`config.mk`:
```
export PLATFORM = sky130hd
export DESIGN_NAME = soc_run_ctrl
export DESIGN_NICKNAME = d
export VERILOG_FILES = /design/src/rtl/soc_run_ctrl.sv
export SDC_FILE = /design/constraint.sdc
export NUM_CORES = 1
export LEC_CHECK = 0
export CAP_MARGIN = 20
export CELL_PAD_IN_SITES_DETAIL_PLACEMENT = 1
export CELL_PAD_IN_SITES_GLOBAL_PLACEMENT = 1
export CORE_MARGIN = 2
export CORE_UTILIZATION = 35
export CTS_CLUSTER_DIAMETER = 120
export DETAILED_ROUTE_END_ITERATION = 8
export HOLD_SLACK_MARGIN = 0.15
export PLACE_DENSITY_LB_ADDON = 0.1
export SYNTH_ARGS = -nofsm -noshare
export SYNTH_HDL_FRONTEND = slang
export SYNTH_SLANG_ARGS = --single-unit
```
`constraint.sdc`:
```
create_clock -name clk -period 5.4 [get_ports clk]
set_clock_uncertainty 0.15 [all_clocks]
set_input_delay 1.08 -clock clk [delete_from_list [all_inputs] [get_ports clk]]
set_output_delay 1.08 -clock clk [all_outputs]
set_load 0.03 [all_outputs]
```
`src/rtl/soc_run_ctrl.sv`:
```
// soc_run_ctrl: stretches reset into the SoC, then times the run and ends
// it on a to-host mailbox store, a stalled PC, or a cycle-budget timeout.
//
// Ports:
//   clk, rst          : clock and async active-high reset
//   pc_i              : SoC program counter (stall watchdog)
//   mem_we_i          : SoC data-memory write enable
//   mem_addr_i        : SoC data-memory address
//   mem_wdata_i       : SoC data-memory write data
//   soc_rst           : reset into the SoC (rises with rst)
//   running           : high in RUN
//   cycle_cnt         : RUN edges seen, frozen in DONE
//   done              : sticky, run finished
//   pass/fail         : sticky, mailbox store of 1 / other value
//   stall             : sticky, PC watchdog fired
//   timeout           : sticky, cycle budget used up
//   exit_code         : mailbox data >> 1, captured on the store
module soc_run_ctrl #(
  parameter int          RST_CYCLES   = 2,
  parameter int          MAX_CYCLES   = 500,
  parameter int          STALL_CYCLES = 64,
  parameter int          CNT_W        = 32,
  parameter logic [31:0] TOHOST_ADDR  = 32'h0000_FFF0
) (
  input  logic             clk,
  input  logic             rst,
  input  logic [31:0]      pc_i,
  input  logic             mem_we_i,
  input  logic [31:0]      mem_addr_i,
  input  logic [31:0]      mem_wdata_i,
  output logic             soc_rst,
  output logic             running,
  output logic [CNT_W-1:0] cycle_cnt,
  output logic             done,
  output logic             pass,
  output logic             fail,
  output logic             stall,
  output logic             timeout,
  output logic [31:0]      exit_code
);

  // Hold counter only needs to reach RST_CYCLES-1; the stall counter
  // fires as it would step to STALL_CYCLES-1, so it tops out one lower.
  localparam int HW =
    (RST_CYCLES > 1) ? $clog2(RST_CYCLES) : 1;
  localparam int SW =
    (STALL_CYCLES > 2) ? $clog2(STALL_CYCLES - 1) : 1;

  localparam logic [HW-1:0] HOLD_LAST =
    HW'(RST_CYCLES - 1);
  localparam logic [SW-1:0] STALL_LAST =
    SW'(STALL_CYCLES - 2);
  localparam logic [CNT_W-1:0] MAX_LAST =
    CNT_W'(MAX_CYCLES - 1);

  typedef enum logic [1:0] {
    S_HOLD,
    S_RUN,
    S_DONE
  } state_t;

  state_t           r_state;
  logic [HW-1:0]    r_hold_cnt;
  logic [SW-1:0]    r_stall_cnt;
  logic [CNT_W-1:0] r_cycle_cnt;
  logic [31:0]      r_prev_pc;
  logic [31:0]      r_exit_code;
  logic             r_soc_rst;
  logic             r_running;
  logic             r_done;
  logic             r_pass;
  logic             r_fail;
  logic             r_stall;
  logic             r_timeout;

  logic             w_hit;
  logic             w_match;
  logic             w_stall;
  logic             w_tmo;
  logic [CNT_W-1:0] w_cnt_nxt;

  assign w_hit = mem_we_i
    && (mem_addr_i == TOHOST_ADDR);

  // r_prev_pc holds a HOLD-phase PC during the first RUN cycle, so that
  // cycle (cycle_cnt still 0) is never treated as a repeat.
  assign w_match = (pc_i == r_prev_pc)
    && (r_cycle_cnt != '0);

  assign w_stall = w_match
    && (r_stall_cnt == STALL_LAST);

  assign w_tmo = (r_cycle_cnt == MAX_LAST);

  assign w_cnt_nxt = (r_cycle_cnt == '1)
    ? r_cycle_cnt
    : r_cycle_cnt + CNT_W'(1);

  always_ff @(posedge clk or posedge rst) begin
    if (rst) begin
      r_state     <= S_HOLD;
      r_hold_cnt  <= '0;
      r_stall_cnt <= '0;
      r_cycle_cnt <= '0;
      r_prev_pc   <= '0;
      r_exit_code <= '0;
      r_soc_rst   <= 1'b1;
      r_running   <= 1'b0;
      r_done      <= 1'b0;
      r_pass      <= 1'b0;
      r_fail      <= 1'b0;
      r_stall     <= 1'b0;
      r_timeout   <= 1'b0;
    end else begin
      r_prev_pc <= pc_i;
      unique case (r_state)
        S_HOLD: begin
          if (r_hold_cnt == HOLD_LAST) begin
            r_state   <= S_RUN;
            r_soc_rst <= 1'b0;
            r_running <= 1'b1;
          end else begin
            r_hold_cnt <= r_hold_cnt + HW'(1);
          end
        end
        S_RUN: begin
          r_cycle_cnt <= w_cnt_nxt;
          r_stall_cnt <= w_match
            ? r_stall_cnt + SW'(1)
            : '0;
          // Mailbox beats stall beats timeout, so
          // only one cause flag is ever raised.
          if (w_hit) begin
            r_state     <= S_DONE;
            r_running   <= 1'b0;
            r_done      <= 1'b1;
            r_exit_code <= {1'b0, mem_wdata_i[31:1]};
            if (mem_wdata_i == 32'd1) begin
              r_pass <= 1'b1;
            end else begin
              r_fail <= 1'b1;
            end
          end else if (w_stall) begin
            r_state   <= S_DONE;
            r_running <= 1'b0;
            r_done    <= 1'b1;
            r_stall   <= 1'b1;
          end else if (w_tmo) begin
            r_state   <= S_DONE;
            r_running <= 1'b0;
            r_done    <= 1'b1;
            r_timeout <= 1'b1;
          end
        end
        S_DONE: begin
          r_state <= S_DONE;
        end
        default: begin
          r_state <= S_HOLD;
        end
      endcase
    end
  end

  // rst reaches the SoC with no clock delay.
  assign soc_rst   = rst | r_soc_rst;
  assign running   = r_running;
  assign cycle_cnt = r_cycle_cnt;
  assign done      = r_done;
  assign pass      = r_pass;
  assign fail      = r_fail;
  assign stall     = r_stall;
  assign timeout   = r_timeout;
  assign exit_code = r_exit_code;

endmodule

```
== Yosys cells after proc, flatten, opt, wreduce, memory -nomap -nowiden ==
Index checks and enable logic that the tools add are counted.
W data, S select, Z words.
Word-level totals
  register bits after elaboration: 111
  output and inout port bits: 71
Cells by class
  add/subtract/negate cells: 3
  equality and inequality tests: 10
  multiplexer cells: 15
  bitwise logic cells: 5
  reductions and logical operators: 17
Operators with widths (number)
  $add A32 B1 Y32 const B: 1
  $eq A32 B1 Y1 const B: 1
  $eq A32 B16 Y1 const B: 1
  $eq A32 B32 Y1: 1
  $eq A32 B32 Y1 const B: 1
  $eq A32 B9 Y1 const B: 1
  $reduce_bool A32 Y1: 1
  $reduce_and A3 Y1: 4
  $reduce_and A2 Y1: 5
  $mux W1: 8
  $mux W2: 4
  $add A6 B1 Y6 const B: 1
  $eq A6 B6 Y1 const B: 1
  $mux W6: 1
  $pmux W2 S3: 1
  $ne A4 B4 Y1 const B: 1
  $not A1 Y1: 4
  $reduce_and A4 Y1: 1
  $logic_and A1 B1 Y1: 3
  $reduce_bool A3 Y1: 1
  $eq A2 B1 Y1 const B: 1
  $eq A2 B2 Y1 const B: 1
  $logic_not A2 Y1: 1
  $ne A2 B2 Y1 const B: 1
  4 further kinds: 4

== Depth between registers and ports, before layout ==
Gate-level depths: netlist of run 1.
  word-level depth: 6
  depth in mapped cells: 8
  depth with buffers taken out: 7

== Worst setup path before layout of run 1 ==
OpenSTA, ideal clock, no wires.
  path type: input to register
  from: input port mem_addr_i[1]
  to: register r_exit_code[10], in the netlist exit_code[10]
  library setup time: 0.125 ns
  arrival time: 2.724 ns
  required time: 5.125 ns
  slack: 2.401 ns
  stages on the path: 6
  buffers on the path: 1
  path through: or4b_1 nor4_2 and4_4 nand2_8 buf_12 mux2_4
On the way
  word-level cells in the longest chain between the ends: 3
Ends and longest elaborated chain
  from (decl): line 29  | input logic [31:0] mem_addr_i,
  $eq A32 B16 Y1: line 83  | && (mem_addr_i == TOHOST_ADDR);
  $logic_and A1 B1 Y1: line 83
  $reduce_and A2 Y1 (no source line)
  to (signal assigned): line 137  | r_exit_code <= {1'b0, mem_wdata_i[31:1]};
  to (decl): line 67  | logic [31:0] r_exit_code;
No other way between the ends.
A chain may end at the register's enable or synchronous reset.

== Worst setup path after layout of run 1 ==
  from: input port rst
  to: output port soc_rst
On the way
  word-level cells in the longest chain between the ends: 1
Ends and longest elaborated chain
  from (decl): line 26  | input logic rst,
  $or A1 B1 Y1: line 166  | assign soc_rst = rst | r_soc_rst;
  to (decl): line 31  | output logic soc_rst,
No other way between the ends.

==> results of run 1 <==
power by group:
part / leakage, nW / internal, W / switching, W
Sequential: 1.43 / 0.000852 / 0.0000199
Clock: 0.152 / 0.000378 / 0.000293
Combinational: 1.58 / 0.000106 / 0.0000876
Total: 3.16 / 0.00134 / 0.000400
worst paths after layout:
check                                     end  depth (start not counted)
worst max-delay path                  soc_rst                          3
worst min-delay path                     done                          1
worst max register to register     r_state[1]                          6
worst min register to register           done                          1
max in group asynchronous           r_soc_rst                          3
min in group asynchronous       r_prev_pc[19]                          2
stage by stage:
step	cell area [sq um]	cells	setup WS, ns	hold WS [ns]	util [%]
final	7111	750	1.699	0.3174	51.43
after detailed placement	6777	733	1.684	0.3010	49.01
after CTS	7083	749	1.691	0.3284	51.23
after global routing	7111	750	1.659	0.3416	51.43
after global placement	6777	733	1.702	0.3057	49.01
after floorplan	4952	392	1.241	0.2903	-
cell usage after synthesis (all sizes together), types with 2 or more instances:
library cell	count
a21oi	4
o21ai	4
nand2	24
inv	12
nor3	6
ha	6
and2	2
nand3	12
o41ai	3
and3	6
nor4	26
a31o	2
dfrtp	110
nand2b	2
nand4	24
buf	4
mux2	32
and4	2
a31oi	2
nor2	19
o31ai	2
or2	4
xnor2	22
clkbuf	4
xor2	42
or4	4
routing by layer:
layer  GRT usage, %  vias to the layer above
li1               -                     1735
met1          23.46                     1856
met2          29.25                      106
met3          6.319                        6
met4          3.448                        0
met5              0                        -
layout by cell type (no fill, tap or decap), types with 5 or more instances in the layout:
cell type,n
xnor2_1,22
dfrtp_1,110
nand2_1,23
clkbuf_16,9
ha_1,6
nand3_1,12
clkbuf_8,5
xor2_1,42
nor4_1,24
clkdlybuf4s50_1,168
nor2_1,19
mux2_4,29
and3_1,6
nand4_1,24
nor3_1,6
inv_1,11
logic make-up after synthesis:
logic type / share of synthesized area, %
mux: 9.677
buf+inv: 2.779
simple gates: 15.64
fa+ha+maj: 1.516
other cells: 0.07572
flops: 56.11
compound gates: 2.880
xor+xnor: 11.32
flip-flops by register name, summed over array words and instances (netlist names):
register	count
cycle_cnt	32
done	1
exit_code	31
fail	1
pass	1
r_hold_cnt	1
r_prev_pc	32
r_soc_rst	1
r_stall_cnt	6
r_state	2
running	1
stall	1
timeout	1
cell type report:
type,instances,area [sq um],area share [%]
tap,180,225.2,3.167
inverter,12,47.55,0.6687
multi-input combinational,261,2036,28.63
clock buffer,15,297.8,4.188
clock inverter,1,8.758,0.1232
timing repair buffer,170,1717,24.14
sequential,111,2779,39.08
==> flow_metrics.tcl, run 1 <==
set metrics [dict create \
    clk_pin_slew_worst_paths_ns 0.07 \
    synth_nets 497 \
    power_density_nw_per_um2 244.1 \
    port_buffers 168 \
    post-dp-hpwl_um 10080 \
    track_usage_pct 18.02 \
    crit_type "in2out" \
    grt_pass1_vias 3886 \
    crit_slowest_cell "clkdlybuf4s50_1" \
    maxCapViolCount 0 \
    crit_buf_inv 2 \
    detail_route.vias_per_cell 4.937 \
    met3_length_um 965 \
    r2r_start "cycle_cnt[9]" \
    worstPathArrival_ns 2.47 \
    required_ns 4.17 \
    cp-end-kind "output pin" \
    leakagePower_nw 3.158 \
    period_minus_slack_ns 3.701 \
    cp-start-kind "input port" \
    r2r_setup_slack_ns 2.81 \
    yosysUniqueCellTypes 47 \
    holdBufCountCts 0 \
    ys.flop_type "dfrtp_1" \
    rsz0062_at_grt "no" \
    coreArea_sq_um 13830 \
    antenna_found_initial 0 \
    nFillCells 1453 \
    numCtsBuffers 9 \
    slew_headroom_pct 47.33 \
    final_nets 670 \
    status "finished, final reports clean" \
    synth-edff-count 0 \
    top_layer_used "met4" \
    drive_gt1_share_pct 10.35 \
    finalHoldViolations 0 \
    synthTopCellsByArea "dfrtp_1, mux2_4, xor2_1" \
    ant_nets 0 \
    ios 170 \
    initial_core_util_pct 35.82 \
    worstSkewPairLatency_ns 0.35 \
    fin_crit_sh_pct 68.53 \
    dr_wl_met2_um 6396 \
    max_freq_ghz 0.2702 \
    wl_per_cell_um 17.75 \
    htree_levels 3 \
    ys_seq_area_share_pct 56.11 \
    syn_avg_cell_area_sq_um 12.63 \
    hold_path.startpoint "done" \
    die_w_um 123.0 \
    cts-resized-gates 0 \
    setup_tns_ns 0 \
    critPathTopFamily "buffers and inverters" \
    totalWireLength_um 13310 \
    overflow 0 \
    grt_max_degree 88 \
    die_area_sq_um 15120 \
    cts_root_buf "clkbuf_16" \
    netlist_instances 392 \
    numClockSinks 111 \
    clockBufferDepth 2 \
    setup.worst_path.start "rst" \
    worstMarginPinSlew_ns 0.7901 \
    cts_tree "done" \
    ir_drop_mv 0.1597 \
    first_iter_violations 130 \
    synthToLayoutAreaGrowth_pct 43.58 \
    grt_pass1_wl_um 20730 \
    cts_setup_buffers 0 \
    ys_warn_count 0 \
    crit_path_max_incr_delay_ns 0.60 \
    total_power_w 0.001736 \
    setup-violations-final 0 \
    cp_cell_sequence "clkdlybuf4s50_1 > or2_2 > clkdlybuf4s50_1" \
    dr.pass1.iters 4 \
    synth_top_area_share_pct 55.58 \
    cp_max_fo 2 \
    crit_top_cell "clkdlybuf4s50_1" \
    syn_area_sq_um 4952 \
    post-route-drc-count 0 \
    m1WireLength_um 5854 \
    die_y_um 123.0 \
    synth_seq_cells 111 \
    via_count 3703 \
    async_flop_share_pct 100.0 \
    n_antenna_cell 0 \
    drv_slew 0 \
    hold_class "reg2reg" \
    num_rows 43 \
    gp_congestion 0.7727 \
    synth.largest_area_cell "dfrtp_1" \
]
Note: power is estimated with default switching activity, not from simulation.
==> run 2: changes to the inputs <==
- CORE_UTILIZATION: 35 -> 32
- clock period: 5.4 -> 3.2 ns (I/O delays scaled with it)
==> run 2 against run 1 <==
Effect of this change:
- combinational power grew 69%
- critical path type is now in2reg
- sequential share of layout area is 0.21 points lower
- sequential cell count did not move
- global-route usage fell by 0.77 points
- largest cell class unchanged
==> flow_metrics.tcl, run 2 (synthesis results as in run 1) <==
set metrics [dict create \
    grt_pass1_vias 4093 \
    grt_max_degree 57 \
    cts-resized-gates 0 \
    cp_max_fo 32 \
    dr.pass1.iters 4 \
    htree_levels 3 \
    leakagePower_nw 3.175 \
    drive_gt1_share_pct 11.55 \
    wl_per_cell_um 17.74 \
    post-place-ws_ns -0.07974 \
    grt_pass1_wl_um 22040 \
    synthToLayoutAreaGrowth_pct 44.37 \
    setup_tns_ns 0 \
    via_count 3751 \
    clk_pin_slew_worst_paths_ns 0.07 \
    worstPathArrival_ns 2.97 \
    cp-start-kind "input port" \
    finalHoldViolations 0 \
    switching_power_w 0.0006978 \
    rr_worst_depth 8 \
    pwr-share-clk_pct 37.0 \
    post-dp-hpwl_um 10570 \
    port_buffers 168 \
    clockBufferDepth 2 \
    maxCapViolCount 0 \
    pwr-share-seq_pct 51.5 \
    ios 170 \
    power_density_nw_per_um2 398.4 \
    r2r_setup_slack_ns 0.64 \
    fin_crit_sh_pct 89.99 \
    n_antenna_cell 0 \
    cp-end-kind "flip-flop" \
    required_ns 3.29 \
    overflow 0 \
    p_sw_share_pct 24.50 \
    power_frac_comb_pct 11.5 \
    antenna_found_initial 0 \
    cp-endpoint "exit_code[19]" \
    max_freq_ghz 0.3473 \
    first_iter_violations 120 \
    holdBufCountCts 0 \
    ir_drop_mv 0.2988 \
    totalWireLength_um 13630 \
    internal_power_w 0.002150 \
    timing.final.ws_setup_ns 0.3202 \
    cts_root_buf "clkbuf_16" \
    gp_congestion 0.7579 \
    die_y_um 128.4 \
    cts_tree "done" \
    hold_ws_ns 0.3233 \
    die_area_sq_um 16490 \
    crit_type "in2reg" \
    setup.worst_path.start "mem_addr_i[1]" \
    period_minus_slack_ns 2.880 \
    worstSkewPairLatency_ns 0.36 \
    slew_headroom_pct 63.84 \
    numCtsBuffers 9 \
    setup-violations-final 0 \
    layout_common_cells "clkdlybuf4s50_1, dfrtp_1, xor2_1" \
    finalNonFillerCells 768 \
    layout_commonest_cell "clkdlybuf4s50_1" \
    drv_slew 0 \
    dp_cells 752 \
    r2r_start "cycle_cnt[26]" \
    track_usage_pct 17.25 \
    rr_endpoint "done" \
    die_w_um 128.4 \
    hold_class "reg2reg" \
    initial_core_util_pct 32.70 \
    cts_setup_buffers 0 \
    coreArea_sq_um 15150 \
    final_nets 680 \
    worstMarginPinSlew_ns 0.5383 \
    rsz0062_at_grt "no" \
    numClockSinks 111 \
    detail_route.vias_per_cell 4.884 \
    ant_nets 0 \
    post-route-drc-count 0 \
    status "finished, final reports clean" \
    num_rows 45 \
]
-- run 2: metrics by stage --
stage / total power, W / area [sq um] / util (%)
floorplan: 0.001622 / 4956 / -
global placement: 0.001822 / 6883 / 45.44
detailed placement: 0.001831 / 6883 / 45.44
CTS: 0.002901 / 7149 / 47.20
global route: 0.002983 / 7149 / 47.20
finish: 0.002848 / 7149 / 47.20
-- run 2: worst min path at each step --
| stage | cells after the start | end | slack (ns) | start |
|---|---|---|---|---|
| 2_1_floorplan | 1 | r_soc_rst | 0.29 | r_hold_cnt |
| 3_3_place_gp | 1 | done | 0.30 | done |
| 3_5_place_dp | 1 | pass | 0.31 | pass |
| 4_1_cts | 1 | pass | 0.33 | pass |
| 5_1_grt | 1 | done | 0.35 | done |
| 6_report | 1 | pass | 0.32 | pass |
-- run 2: power by group through the flow --
stage	logic, W	clock network, W	registers, W
finish	0.000328	0.00105	0.00147
global route	0.000359	0.00115	0.00147
CTS	0.000337	0.00110	0.00147
detailed placement	0.000334	0	0.00150
global placement	0.000326	0	0.00150
floorplan	0.000107	0	0.00152
-- run 2: layer usage --
layer / vias to the layer above / share of wire (%) / routed length, um / GRT usage, %
li1: 1763 / - / - / -
met1: 1865 / 44 / 5999 / 22.13
met2: 110 / 49 / 6677 / 28.79
met3: 13 / 5.7 / 779 / 4.990
met4: 0 / 1.2 / 170 / 4.460
met5: - / 0 / 0 / 0
-- run 2: final cells by class --
class / count / area (sq um)
clock buffer: 12 / 236.5
clock inverter: 4 / 30.03
fill: 1604 / 7996
inverter: 12 / 48.80
multi-input combinational: 261 / 2036
sequential: 111 / 2779
tap: 188 / 235.2
timing repair buffer: 180 / 1784
-- run 2: worst max-delay path: stages --
cell,delay (ns)
clkdlybuf4s50_1,0.40
or4b_1,0.55
nor4_2,0.43
and4_4,0.34
nand2_8,0.21
mux2_4,0.37
==> run 3: changes to the inputs <==
- SETUP_SLACK_MARGIN: not set -> 0.4
==> run 3 against run 2 <==
Effect of this change:
- total power about the same
- critical path depth unchanged
- maximum frequency increased by 5.3%
- sequential cell count unchanged
- clock power about the same
- critical path type unchanged
- largest cell class unchanged
- largest power group unchanged
==> flow_metrics.tcl, run 3 (synthesis results as in run 1) <==
set metrics [dict create \
    fin_util_pct 47.51 \
    grt_max_degree 57 \
    crit_slowest_cell "or4_1" \
    die_y_um 128.4 \
    post-place-ws_ns -0.07974 \
    cts_root_buf "clkbuf_16" \
    cp-start-kind "input port" \
    grt_pass1_vias 4117 \
    hold_class "reg2reg" \
    ios 170 \
    rsz0062_at_grt "yes" \
    clockBufferDepth 2 \
    rr_worst_depth 8 \
    die_area_sq_um 16490 \
    track_usage_pct 17.50 \
    gp_congestion 0.7579 \
    worstPathArrival_ns 2.82 \
    nFillCells 1601 \
    final_nets 683 \
    holdBufCountCts 0 \
    n_antenna_cell 0 \
    initial_core_util_pct 32.70 \
    cts_tree "done" \
    period_minus_slack_ns 2.736 \
    port_buffers 168 \
    dr.pass1.iters 4 \
    r2r_setup_slack_ns 0.64 \
    post-dp-hpwl_um 10570 \
    setup.worst_path.start "mem_addr_i[29]" \
    wl_per_cell_um 17.98 \
    status "finished, final reports clean" \
    multiInputGateArea_sq_um 2064 \
    cp_cell_sequence "clkdlybuf4s50_1 > or4_1 > nor4_4 > and4_4 > nand2_8 > mux2_4" \
    drv_slew 0 \
    grt_pass1_wl_um 22290 \
    total_power_w 0.002850 \
    placed_cell_area_sq_um 6883 \
    numCtsBuffers 9 \
    worstSkewPairLatency_ns 0.36 \
    setup-violations-final 0 \
    post-route-drc-count 0 \
    detail_route.vias_per_cell 4.895 \
    clk_pin_slew_worst_paths_ns 0.07 \
    slew_headroom_pct 62.96 \
    leakagePower_nw 3.212 \
    regArea_sq_um 2779 \
    cp-endpoint "exit_code[13]" \
    die_w_um 128.4 \
    via_count 3774 \
    num_rows 45 \
    overflow 0 \
    antenna_found_initial 0 \
    htree_levels 3 \
    rr_endpoint "done" \
    timing.final.ws_setup_ns 0.4641 \
    totalWireLength_um 13860 \
    layout_common_cells "clkdlybuf4s50_1, dfrtp_1, xor2_1" \
    layout_commonest_cell "clkdlybuf4s50_1" \
    synthToLayoutAreaGrowth_pct 45.30 \
    drive_gt1_share_pct 12.01 \
    cp-end-kind "flip-flop" \
    worstMarginPinSlew_ns 0.5513 \
    fin_crit_sh_pct 85.50 \
    r2r_start "cycle_cnt[26]" \
    finalHoldViolations 0 \
    cp_max_fo 16 \
    first_iter_violations 83 \
    numClockSinks 111 \
    coreArea_sq_um 15150 \
    finalInstanceArea_sq_um 7196 \
    max_freq_ghz 0.3655 \
    ant_nets 0 \
    maxCapViolCount 0 \
    required_ns 3.29 \
    crit_path_max_incr_delay_ns 0.57 \
    power_density_nw_per_um2 396.1 \
    ir_drop_mv 0.2988 \
    crit_type "in2reg" \
]
-- run 3: metal layers --
metal	vias to the layer above	wire, um	track usage [%]	share of wire, %
met2	110	6797	29.41	49
met5	-	0	0	0
met1	1881	6085	22.34	44
li1	1770	-	-	-
met3	13	810	4.990	5.8
met4	0	170	4.460	1.2
-- run 3: worst min path at each step --
stage	slack [ns]	start	end	cells after the start
2_1_floorplan	0.29	r_hold_cnt	r_soc_rst	1
3_3_place_gp	0.30	done	done	1
3_5_place_dp	0.31	pass	pass	1
4_1_cts	0.33	pass	pass	1
5_1_grt	0.35	done	done	1
6_report	0.32	pass	pass	1
-- run 3: worst max-delay path: cells and delay by family --
family	cells	cell delay [ns]
buf+inv	1	0.39
mux	1	0.34
simple gates	4	1.45
-- run 3: final cells by class --
type | instances | share of cell area, %
Tap cell | 188 | 3.269
Inverter | 12 | 0.6781
Timing Repair Buffer | 182 | 25.04
Clock buffer | 12 | 3.286
Sequential cell | 111 | 38.62
Clock inverter | 4 | 0.4173
Multi-Input combinational cell | 262 | 28.69
-- run 3: timing repair --
action                                 CTS  global route
cloned                                   1             0
resized for setup                        2             1
endpoints found under the hold margin    0             0
pin swaps                                1             3
setup buffers                            0             2
setup endpoints to repair               31            38
-- run 3: where the power goes --
group / internal (W) / leakage [nW] / switching, W / total [W]
clock network: 0.000534 / 0.128 / 0.000520 / 0.00105
registers: 0.00144 / 1.43 / 0.0000313 / 0.00147
logic: 0.000179 / 1.66 / 0.000149 / 0.000328
-- run 3: through the flow --
step	TNS [ns]	hold slack, ns	cells
after floorplan	0	0.2903	392
after global placement	-0.3279	0.2975	752
after global routing	0	0.3479	771
final	0	0.3233	771
after detailed placement	-2.143	0.3095	752
after CTS	0	0.3252	769
